$ cat src/rtl/bot_actuator_driver.sv
// Decodes the 3-bit navigation state into ramped PWM/direction for two motors,
// sequences timed U-turns and the gripper handshake, and reports done/fault.
module bot_actuator_driver #(
  parameter int PWM_BITS     = 8,
  parameter int DUTY_FWD     = 200,
  parameter int DUTY_TURN    = 128,
  parameter int RAMP_STEP    = 16,
  parameter int UTURN_CYCLES = 50000,
  parameter int PICK_TIMEOUT = 100000
) (
  input  logic       clk,
  input  logic       reset,
  input  logic [2:0] state,
  input  logic       gripper_ack,
  output logic       pwm_left,
  output logic       pwm_right,
  output logic       dir_left,
  output logic       dir_right,
  output logic       gripper_cmd,
  output logic       action_done,
  output logic       fault
);

  localparam logic [PWM_BITS-1:0] D_FWD   = PWM_BITS'(DUTY_FWD);
  localparam logic [PWM_BITS-1:0] D_TURN  = PWM_BITS'(DUTY_TURN);
  localparam logic [PWM_BITS-1:0] STEP    = PWM_BITS'(RAMP_STEP);
  localparam logic [PWM_BITS-1:0] CNT_MAX = '1;
  localparam logic [23:0]         UT_LAST = 24'(UTURN_CYCLES - 1);
  localparam logic [23:0]         PT_LAST = 24'(PICK_TIMEOUT - 1);

  localparam logic [2:0] ST_DRIVE = 3'b001;
  localparam logic [2:0] ST_LEFT  = 3'b010;
  localparam logic [2:0] ST_RIGHT = 3'b011;
  localparam logic [2:0] ST_UTURN = 3'b100;
  localparam logic [2:0] ST_PICK  = 3'b101;

  typedef enum logic [2:0] {
    SEQ_IDLE, SEQ_UTURN, SEQ_PICK_STOP, SEQ_PICK_GRIP, SEQ_HOLD
  } seq_e;

  seq_e                seq_q;
  logic [2:0]          act_q;
  logic [23:0]         cnt_q;
  logic                grip_q, done_q, fault_q;
  logic [PWM_BITS-1:0] pwm_cnt_q;
  logic [PWM_BITS-1:0] duty_l_q, duty_r_q, duty_l_d, duty_r_d;
  logic                dir_l_q, dir_r_q, dir_l_d, dir_r_d;
  logic                pwm_l_q, pwm_r_q;
  logic [PWM_BITS-1:0] tgt_l, tgt_r;
  logic                tdir_l, tdir_r;

  function automatic logic [PWM_BITS-1:0] step_toward(input logic [PWM_BITS-1:0] cur,
                                                      input logic [PWM_BITS-1:0] tgt);
    logic [PWM_BITS-1:0] r;
    r = cur;
    if (cur < tgt)      r = ((tgt - cur) > STEP) ? cur + STEP : tgt;
    else if (cur > tgt) r = ((cur - tgt) > STEP) ? cur - STEP : tgt;
    return r;
  endfunction

  // A zero-duty target keeps the current direction so idling never flips a motor.
  always_comb begin
    tgt_l  = '0;
    tgt_r  = '0;
    tdir_l = dir_l_q;
    tdir_r = dir_r_q;
    case (state)
      ST_DRIVE: begin
        tgt_l = D_FWD;  tdir_l = 1'b1;
        tgt_r = D_FWD;  tdir_r = 1'b1;
      end
      ST_LEFT:  begin tgt_r = D_TURN; tdir_r = 1'b1; end
      ST_RIGHT: begin tgt_l = D_TURN; tdir_l = 1'b1; end
      ST_UTURN: begin
        if (seq_q == SEQ_UTURN) begin
          tgt_l = D_TURN; tdir_l = 1'b0;
          tgt_r = D_TURN; tdir_r = 1'b1;
        end
      end
      default: ;
    endcase
  end

  // Reversal: ramp to zero first, flip at a period end already at zero.
  always_comb begin
    duty_l_d = duty_l_q;
    duty_r_d = duty_r_q;
    dir_l_d  = dir_l_q;
    dir_r_d  = dir_r_q;
    if (pwm_cnt_q == CNT_MAX) begin
      if (dir_l_q == tdir_l)   duty_l_d = step_toward(duty_l_q, tgt_l);
      else if (duty_l_q == '0) dir_l_d  = tdir_l;
      else                     duty_l_d = step_toward(duty_l_q, '0);
      if (dir_r_q == tdir_r)   duty_r_d = step_toward(duty_r_q, tgt_r);
      else if (duty_r_q == '0) dir_r_d  = tdir_r;
      else                     duty_r_d = step_toward(duty_r_q, '0);
    end
  end

  always_ff @(posedge clk or negedge reset) begin
    if (!reset) begin
      pwm_cnt_q <= '0;
      duty_l_q  <= '0;
      duty_r_q  <= '0;
      dir_l_q   <= 1'b1;
      dir_r_q   <= 1'b1;
      pwm_l_q   <= 1'b0;
      pwm_r_q   <= 1'b0;
    end else begin
      pwm_cnt_q <= pwm_cnt_q + 1'b1;
      duty_l_q  <= duty_l_d;
      duty_r_q  <= duty_r_d;
      dir_l_q   <= dir_l_d;
      dir_r_q   <= dir_r_d;
      pwm_l_q   <= (pwm_cnt_q < duty_l_q);
      pwm_r_q   <= (pwm_cnt_q < duty_r_q);
    end
  end

  always_ff @(posedge clk or negedge reset) begin
    if (!reset) begin
      seq_q   <= SEQ_IDLE;
      act_q   <= '0;
      cnt_q   <= '0;
      grip_q  <= 1'b0;
      done_q  <= 1'b0;
      fault_q <= 1'b0;
    end else begin
      done_q <= 1'b0;
      if (state[2:1] == 2'b11) fault_q <= 1'b1;
      case (seq_q)
        SEQ_IDLE: begin
          if (state == ST_UTURN) begin
            cnt_q <= '0;
            act_q <= state;
            seq_q <= SEQ_UTURN;
          end else if (state == ST_PICK) begin
            act_q <= state;
            seq_q <= SEQ_PICK_STOP;
          end
        end
        SEQ_UTURN: begin
          if (state != act_q) begin
            cnt_q <= '0;
            seq_q <= SEQ_IDLE;
          end else if (cnt_q == UT_LAST) begin
            cnt_q  <= '0;
            done_q <= 1'b1;
            seq_q  <= SEQ_HOLD;
          end else begin
            cnt_q <= cnt_q + 24'd1;
          end
        end
        SEQ_PICK_STOP: begin
          if (state != act_q) begin
            cnt_q <= '0;
            seq_q <= SEQ_IDLE;
          end else if (duty_l_q == '0 && duty_r_q == '0) begin
            grip_q <= 1'b1;
            cnt_q  <= '0;
            seq_q  <= SEQ_PICK_GRIP;
          end
        end
        SEQ_PICK_GRIP: begin
          // Ack is tested before the timeout so a same-cycle ack wins.
          if (state != act_q) begin
            grip_q <= 1'b0;
            cnt_q  <= '0;
            seq_q  <= SEQ_IDLE;
          end else if (gripper_ack) begin
            done_q <= 1'b1;
            cnt_q  <= '0;
            seq_q  <= SEQ_HOLD;
          end else if (cnt_q == PT_LAST) begin
            fault_q <= 1'b1;
            grip_q  <= 1'b0;
            cnt_q   <= '0;
            seq_q   <= SEQ_HOLD;
          end else begin
            cnt_q <= cnt_q + 24'd1;
          end
        end
        SEQ_HOLD: begin
          if (state != act_q) begin
            grip_q <= 1'b0;
            seq_q  <= SEQ_IDLE;
          end
        end
        default: seq_q <= SEQ_IDLE;
      endcase
    end
  end

  assign pwm_left    = pwm_l_q;
  assign pwm_right   = pwm_r_q;
  assign dir_left    = dir_l_q;
  assign dir_right   = dir_r_q;
  assign gripper_cmd = grip_q;
  assign action_done = done_q;
  assign fault       = fault_q;

endmodule

$ cat config.mk
export PLATFORM = sky130hd
export DESIGN_NAME = bot_actuator_driver
export DESIGN_NICKNAME = d
export VERILOG_FILES = /design/src/rtl/bot_actuator_driver.sv
export SDC_FILE = /design/constraint.sdc
export NUM_CORES = 1
export LEC_CHECK = 0
export BUFFER_PORTS_ARGS = -buffer_cell sky130_fd_sc_hd__buf_2
export CAP_MARGIN = 0
export CORE_ASPECT_RATIO = 1.75
export CORE_UTILIZATION = 50
export CTS_BUF_LIST = sky130_fd_sc_hd__clkbuf_8
export CTS_CLUSTER_DIAMETER = 50
export DETAILED_ROUTE_END_ITERATION = 10
export GPL_TIMING_DRIVEN = 0
export HOLD_SLACK_MARGIN = 0.1
export PLACE_DENSITY = 0.66
export RECOVER_POWER = 50
export SLEW_MARGIN = 5
export SYNTH_ARGS = -nofsm -noshare
export SYNTH_HDL_FRONTEND = slang
export SYNTH_SLANG_ARGS = --single-unit
export TNS_END_PERCENT = 1
$ cat constraint.sdc
create_clock -name clk -period 4.4 [get_ports clk]
set_clock_uncertainty 0.1 [all_clocks]
set_input_delay 0.66 -clock clk [delete_from_list [all_inputs] [get_ports clk]]
set_output_delay 0.66 -clock clk [all_outputs]
set_load 0.02 [all_outputs]
======== Word level (Yosys, flattened, before mapping) ========
Index checks and enable logic that the tools add are counted.
word-level totals
  word-level logic and storage cells ...... 160
  output and inout bits ................... 7
  bits in registers ....................... 61
  input bits .............................. 6
cells by class
  $lt $le $gt $ge ......................... 18
  add/subtract/negate cells ............... 12
  equal/unequal tests ..................... 30
  multiplexer cells ....................... 66
  bitwise gates (word level) .............. 2
  reductions and logical operators ........ 19
operators by type and width
  operator                 number
  $mux W24                 8
  $mux W8                  21
  $pmux W24 S4             1
  $gt A8 B5 Y1 const B     8
  $pmux W8 S3              2
  $mux W3                  12
  $lt A8 B8 Y1             4
  $sub A8 B8 Y8            4
  $add A24 B1 Y24 const B  1
  $eq A24 B16 Y1 const B   1
  $eq A24 B17 Y1 const B   1
  $mux W1                  17
  $add A8 B5 Y8 const B    2
  $gt A8 B1 Y1 const B     2
  $gt A8 B8 Y1             2
  $logic_not A8 Y1         2
  $lt A8 B1 Y1 const B     2
  $sub A1 B8 Y8 const A    2
  $sub A8 B5 Y8 const B    2
  $pmux W3 S5              1
  $eq A3 B2 Y1 const B     4
  $ne A2 B2 Y1 const B     6
  $ne A3 B3 Y1 const B     4
  $eq A3 B3 Y1 const B     3
  22 further kinds         35

======== Longest topological paths before layout ========
  word-level depth ........................ 9
  mapped depth ............................ 14
  depth with buffers taken out ............ 11

======== Worst setup path before layout ========
No wires, ideal clock.
  path kind ............................... input -> register
  from .................................... input state[1]
  to ...................................... register duty_r_q[7]
  cell stages on the path ................. 13
  data required time ...................... 4.174 ns
  path buffers ............................ 2
  path slack .............................. 0.865 ns
  arrival time ............................ 3.308 ns
  library setup time ...................... 0.126 ns
  path through ............................ buf_2 -> or4b_1 -> nor2_1 -> nor2_1 -> ha_1 -> clkbuf_1 -> nand2_1 -> a21o_1 -> a211oi_1 -> nor2_1 -> nand3_1 -> a21oi_1 -> a311o_1
on the way
  longest elaborated chain between the ends .. 8
  elaborated cells on any way between the ends .. 22
  classes of those cells .................. add/sub: 2; order compare: 4; eq/ne: 6; mux: 7; reduce/logical: 3
ends and longest elaborated chain
  what                                        RTL line  text
  start, declared                             13        input logic [2:0] state,
  $eq A3 B3 Y1, or another cell as far along  67        case (state)
  $pmux W8 S3                                 67
  $sub A8 B8 Y8                               57        else if (cur > tgt) r = ((cur - tgt) > STEP) ? cur - STEP : tgt;
  $gt A8 B5 Y1                                57
  $mux W8 (2 in series)                       57
  $mux W8                                     56        if (cur < tgt) r = ((tgt - cur) > STEP) ? cur + STEP : tgt;
  $mux W8                                     94        if (dir_r_q == tdir_r) duty_r_d = step_toward(duty_r_q, tgt_r);
  end signal, assigned                        112       duty_r_q <= duty_r_d;
  end, declared                               46        logic [PWM_BITS-1:0] duty_l_q, duty_r_q, duty_l_d, duty_r_d;
Parallel ways exist; a longest one is shown, timed or not. The select of a mux whose other input is x is not followed.
A chain may end at the register's enable or synchronous reset.

======== Worst setup path in the final report ========
  from .................................... register seq_q[1]
  to ...................................... register duty_r_q[7]
on the way
  longest elaborated chain between the ends .. 9
  elaborated cells on any way between the ends .. 21
  classes of those cells .................. add/sub: 2; order compare: 4; eq/ne: 4; mux: 9; reduce/logical: 2
ends and longest elaborated chain
  what                    RTL line  text
  start, declared         41        seq_e seq_q;
  start signal, assigned  122       seq_q <= SEQ_IDLE;
  start signal, assigned  136       seq_q <= SEQ_UTURN;
  start signal, assigned  139       seq_q <= SEQ_PICK_STOP;
  $eq A3 B1 Y1 (*)        75        if (seq_q == SEQ_UTURN) begin
  $mux W8                 75
  $pmux W8 S3             67
  $sub A8 B8 Y8           57
  $gt A8 B5 Y1            57
  $mux W8 (2 in series)   57
  $mux W8                 56
  $mux W8                 94
Mark *: on every way between the ends. The rest lies on a longest branch, timed or not. The select of a mux whose other input is x is not followed.

==> report_table.html <==
<table>
<tr><th>Metric</th><th>Value</th></tr>
<tr><th colspan="2">Timing</th></tr>
<tr><td>Final-report setup violation count</td><td>0</td></tr>
<tr><td>Min Tclk post-route</td><td>3.77 ns</td></tr>
<tr><td>Ratio of final minimum period to clock period</td><td>85.6%</td></tr>
<tr><td>Highest achievable clock rate</td><td>0.266 GHz</td></tr>
<tr><td>Final number of max-transition violations</td><td>56</td></tr>
<tr><td>Sum Neg Setup Slack</td><td>0 ns</td></tr>
<tr><td>Transition at the pin with the smallest max-transition slack</td><td>2.97 ns</td></tr>
<tr><td>Unrepaired setup endpoints after global routing</td><td>no</td></tr>
<tr><td>Worst slew margin</td><td>-97.8%</td></tr>
<tr><td>Final Hold Vio Count</td><td>0</td></tr>
<tr><td>Setup WS post-layout</td><td>0.634 ns</td></tr>
<tr><th colspan="2">Global route</th></tr>
<tr><td>Pin count of the biggest net entering global routing</td><td>56</td></tr>
<tr><td>First-pass GRT wire length</td><td>16,900 microns</td></tr>
<tr><td>Number of antenna violations at the first check in global routing</td><td>0</td></tr>
<tr><td>Number of global-route vias before repair</td><td>3,645</td></tr>
<tr><td>Overflow after GRT</td><td>0</td></tr>
<tr><td>All-Layer GR Usage</td><td>25.0%</td></tr>
<tr><th colspan="2">Place</th></tr>
<tr><td>Setup slack after placement</td><td>0.424 ns</td></tr>
<tr><td>Post-detailed-placement cell area</td><td>4240 sq um</td></tr>
<tr><td>Port Buffer Count</td><td>10</td></tr>
<tr><td>Total half-perimeter wirelength after legalization and detailed placement</td><td>7670 microns</td></tr>
<tr><td>Global placer's final weighted congestion</td><td>0.896</td></tr>
<tr><th colspan="2">Route</th></tr>
<tr><td>Number of nets with antenna violations after routing</td><td>0</td></tr>
<tr><td>Via density per instance</td><td>6.16</td></tr>
<tr><td>DR pass1 iterations</td><td>4</td></tr>
<tr><td>Post-DR wirelength/cell</td><td>17.2 microns</td></tr>
<tr><td>Vias after detailed routing</td><td>3,613</td></tr>
<tr><td>DRC errors left</td><td>0</td></tr>
<tr><td>Total detailed-routing wirelength</td><td>10,100 microns</td></tr>
<tr><td>Detailed router's first-iteration violation count</td><td>197</td></tr>
<tr><th colspan="2">Floorplanning</th></tr>
<tr><td>Ports</td><td>13</td></tr>
<tr><td>Die area</td><td>8540 sq um</td></tr>
<tr><td>Site Rows</td><td>43</td></tr>
<tr><td>Starting Density</td><td>51.6%</td></tr>
<tr><td>Y dimension of the die</td><td>122 microns</td></tr>
<tr><td>Die extent in x</td><td>70.3 microns</td></tr>
<tr><td>Core area</td><td>7910 sq um</td></tr>
<tr><th colspan="2">Critical path</th></tr>
<tr><td>Largest fanout on the critical path</td><td>9</td></tr>
<tr><td>Data required time of the critical path</td><td>4.51 ns</td></tr>
<tr><td>Crit path max-delay cell type</td><td>or4b_1</td></tr>
<tr><td>Series of cell instances along the critical path</td><td>buf_2, or4b_1, nor2_1, nor2_1, ha_1, clkbuf_1, nand2_1, a21o_1, a211oi_1, nor2_1, nand3_1, a21oi_1, a311o_1</td></tr>
<tr><td>Number of cells traversed by the worst register-to-register path</td><td>13</td></tr>
<tr><td>CP top delay family</td><td>simple AND/OR/NAND/NOR gates</td></tr>
<tr><td>Arr. time, crit path</td><td>3.88 ns</td></tr>
<tr><td>Number of buffer and inverter stages on the critical path</td><td>2</td></tr>
<tr><td>Capturing element type of the critical path</td><td>flop</td></tr>
<tr><td>Worst setup path category</td><td>flop to flop</td></tr>
<tr><td>R2R Setup Slk</td><td>0.63 ns</td></tr>
<tr><td>RR Endpoint</td><td>duty_r_q[7]$_DFFE_PN0P_</td></tr>
<tr><td>Maximum single-stage delay on the critical path</td><td>0.59 ns</td></tr>
<tr><td>Critical Path Start Type</td><td>flop</td></tr>
<tr><td>Cell repeated most along the worst path</td><td>nor2_1</td></tr>
<tr><td>R2r startpoint</td><td>seq_q[1]$_DFFE_PN0P_</td></tr>
<tr><th colspan="2">Synthesis</th></tr>
<tr><td>Most numerous cell in the Yosys netlist</td><td>dfrtp_1</td></tr>
<tr><td>Leading post-synthesis cells by instance count</td><td>dfrtp_1, nand2_1, nor2_1</td></tr>
<tr><td>Post-synthesis cell type count</td><td>66</td></tr>
<tr><td>Top FF cell, synth</td><td>dfrtp_1</td></tr>
<tr><td>Count of flip-flops with a built-in enable after synthesis</td><td>0</td></tr>
<tr><td>Post-Syn Area</td><td>4080 sq um</td></tr>
<tr><td>Synth warn</td><td>0</td></tr>
<tr><td>Area share of the largest cell type after synthesis</td><td>32.5%</td></tr>
<tr><td>Leading cell types by total area after synthesis</td><td>dfrtp_1, ha_1, xnor2_1, nand2_1, nor2_1</td></tr>
<tr><td>Synthesis-stage register bit count</td><td>55</td></tr>
<tr><td>Average instance area after synthesis</td><td>8.52 sq um</td></tr>
<tr><td>Post-synthesis cell count</td><td>479</td></tr>
<tr><td>Nets in the synthesized netlist</td><td>517</td></tr>
<tr><td>Portion of the post-synthesis area used by sequential elements</td><td>33.8%</td></tr>
<tr><td>Biggest area consumer among synthesized cells</td><td>dfrtp_1</td></tr>
<tr><td>Async SR Flop Fraction</td><td>100%</td></tr>
<tr><th colspan="2">Final layout</th></tr>
<tr><td>Antenna Cells</td><td>0</td></tr>
<tr><td>Layout cells sized above 1</td><td>8.85%</td></tr>
<tr><td>Net count reported at finish</td><td>534</td></tr>
<tr><td>Filler cells</td><td>768</td></tr>
<tr><td>Area of all placed cells without fillers</td><td>4360 sq um</td></tr>
<tr><td>Reg area</td><td>1380 sq um</td></tr>
<tr><td>Area growth from synthesis to final layout</td><td>6.84%</td></tr>
<tr><td>Multi-input logic area</td><td>2540 sq um</td></tr>
<tr><th colspan="2">Outcome</th></tr>
<tr><td>Violations in the final reports</td><td>max-capacitance violations, max-slew violations</td></tr>
<tr><td>Status</td><td>finished with violations</td></tr>
<tr><th colspan="2">Flow run</th></tr>
<tr><td>Number of max-cap violations</td><td>1</td></tr>
<tr><th colspan="2">Clocking</th></tr>
<tr><td>Maximum level of the CTS H-tree</td><td>2</td></tr>
<tr><td>Root Driver</td><td>clkbuf_8</td></tr>
<tr><td>Clock slew seen by the registers of the worst setup and hold paths</td><td>0.10 ns</td></tr>
<tr><td>Number of gates resized after CTS</td><td>0</td></tr>
<tr><td>Largest buffer count on any clock path</td><td>2</td></tr>
<tr><td>Clock tree from TritonCTS</td><td>yes</td></tr>
<tr><td>Number of buffers added by the clock tree synthesis step</td><td>5</td></tr>
<tr><td>Count of buffers added by post-CTS timing repair for setup</td><td>0</td></tr>
<tr><td># clock sinks</td><td>55</td></tr>
<tr><td>Number of buffers inserted for hold repair after clock tree synthesis</td><td>0</td></tr>
<tr><td>Clock insertion delay at the later pin of the skew report</td><td>0.32 ns</td></tr>
<tr><th colspan="2">Power</th></tr>
<tr><td>Leakage component of the power</td><td>1.80 nW</td></tr>
<tr><td>Power density over the cells</td><td>252 nW/um^2</td></tr>
<tr><td>Worst supply voltage drop on vdd</td><td>213 uV</td></tr>
<tr><th colspan="2">Min path</th></tr>
<tr><td>Depth of the worst hold-timing path</td><td>1</td></tr>
<tr><td>Hold WC Path Type</td><td>flop to flop</td></tr>
<tr><td>Start point of the worst min-delay path</td><td>pwm_cnt_q[0]$_DFF_PN0_</td></tr>
<tr><td>Worst Hold Path EP</td><td>pwm_cnt_q[0]$_DFF_PN0_</td></tr>
</table>
==> cells by family after synthesis <==
logic type / Yosys count / synth area share [%]
AO/OA/AOI/OAI: 125 / 19.9
XOR/XNOR: 27 / 5.80
adder cells (fa/ha/maj): 32 / 9.81
buffers and inverters: 38 / 3.86
flip-flops: 55 / 33.8
multiplexers: 9 / 2.30
AND/OR/NAND/NOR: 193 / 24.5
==> cells in the final DEF, fill, tap and decap left out, types with 3 or more instances in the layout <==
cell / instances
and3_1: 6
nand3_1: 20
buf_2: 21
nor2_1: 44
ha_1: 32
xnor2_1: 23
xor2_1: 4
nand2b_1: 10
nand4_1: 9
nor3b_1: 4
a211oi_1: 4
inv_1: 17
nand2_1: 48
nor3_1: 14
nor4_1: 8
mux2i_1: 6
nor4_2: 3
a31oi_1: 16
o21ai_0: 18
and2_1: 4
o21a_1: 6
and4_1: 3
o21ai_1: 24
or2_2: 3
a21oi_1: 18
o31ai_1: 8
clkbuf_8: 6
clkbuf_1: 9
dfrtp_1: 53
nor2b_1: 6
==> registers in the layout, indices dropped and copies added (netlist names) <==
register / count
pwm_right: 1
pwm_cnt_q: 8
fault: 1
seq_q: 3
action_done: 1
act_q: 3
duty_r_q: 5
cnt_q: 24
pwm_left: 1
gripper_cmd: 1
duty_l_q: 5
dir_left: 1
dir_right: 1
==> layout make-up <==
class	count	share of cell area [%]
plain buffers	21	2.15
clock buffers	6	1.89
clock inverters	2	0.804
inverters	17	1.46
multi-input cells	386	58.4
flip-flops and latches	55	31.6
well taps	90	2.58
repair buffers	10	1.12
==> how the worst max path moves through the flow <==
stage                    startpoint                      end  slack, ns  depth (start not counted)
2_1_floorplan              state[1]  duty_r_q[7]$_DFFE_PN0P_       0.87                         13
3_3_place_gp               state[1]  duty_r_q[7]$_DFFE_PN0P_       0.44                         13
3_5_place_dp               state[1]  duty_r_q[7]$_DFFE_PN0P_       0.42                         13
4_1_cts        seq_q[1]$_DFFE_PN0P_  duty_r_q[7]$_DFFE_PN0P_       0.72                         13
5_1_grt        seq_q[1]$_DFFE_PN0P_  duty_r_q[7]$_DFFE_PN0P_       0.37                         13
6_report       seq_q[1]$_DFFE_PN0P_  duty_r_q[7]$_DFFE_PN0P_       0.63                         13
==> worst reg2reg max path, delay by kind of cell (launching register included) <==
kind            cells  cell delay (ns)
simple gates        6             1.41
compound gates      4             1.05
buf+inv             2             0.44
flops               1             0.37
fa+ha+maj           1             0.29
==> power by group <==
part | switching (mW) | internal [mW]
clock network | 0.171 | 0.184
logic | 0.138 | 0.0787
registers | 0.0115 | 0.516
total | 0.320 | 0.779
==> metal layers <==
metal	vias to the layer above	part of all wire, %	track usage [%]
met4	0	3.4	13.3
met3	30	2.2	2.91
met2	79	56	47.7
met1	1729	38	25.9
met5	-	0	0
li1	1775	-	-
==> metrics by stage <==
stage          hold slack, ns  util (%)  std cells  power [mW]
6_report                0.381      55.1        587        1.10
3_5_place_dp            0.372      53.6        579       0.754
4_1_cts                 0.386      55.1        587        1.11
3_3_place_gp            0.354      53.6        579       0.748
2_1_floorplan           0.264         -        479       0.693
5_1_grt                 0.402      55.1        587        1.15
(Power assumes the default switching activity.)
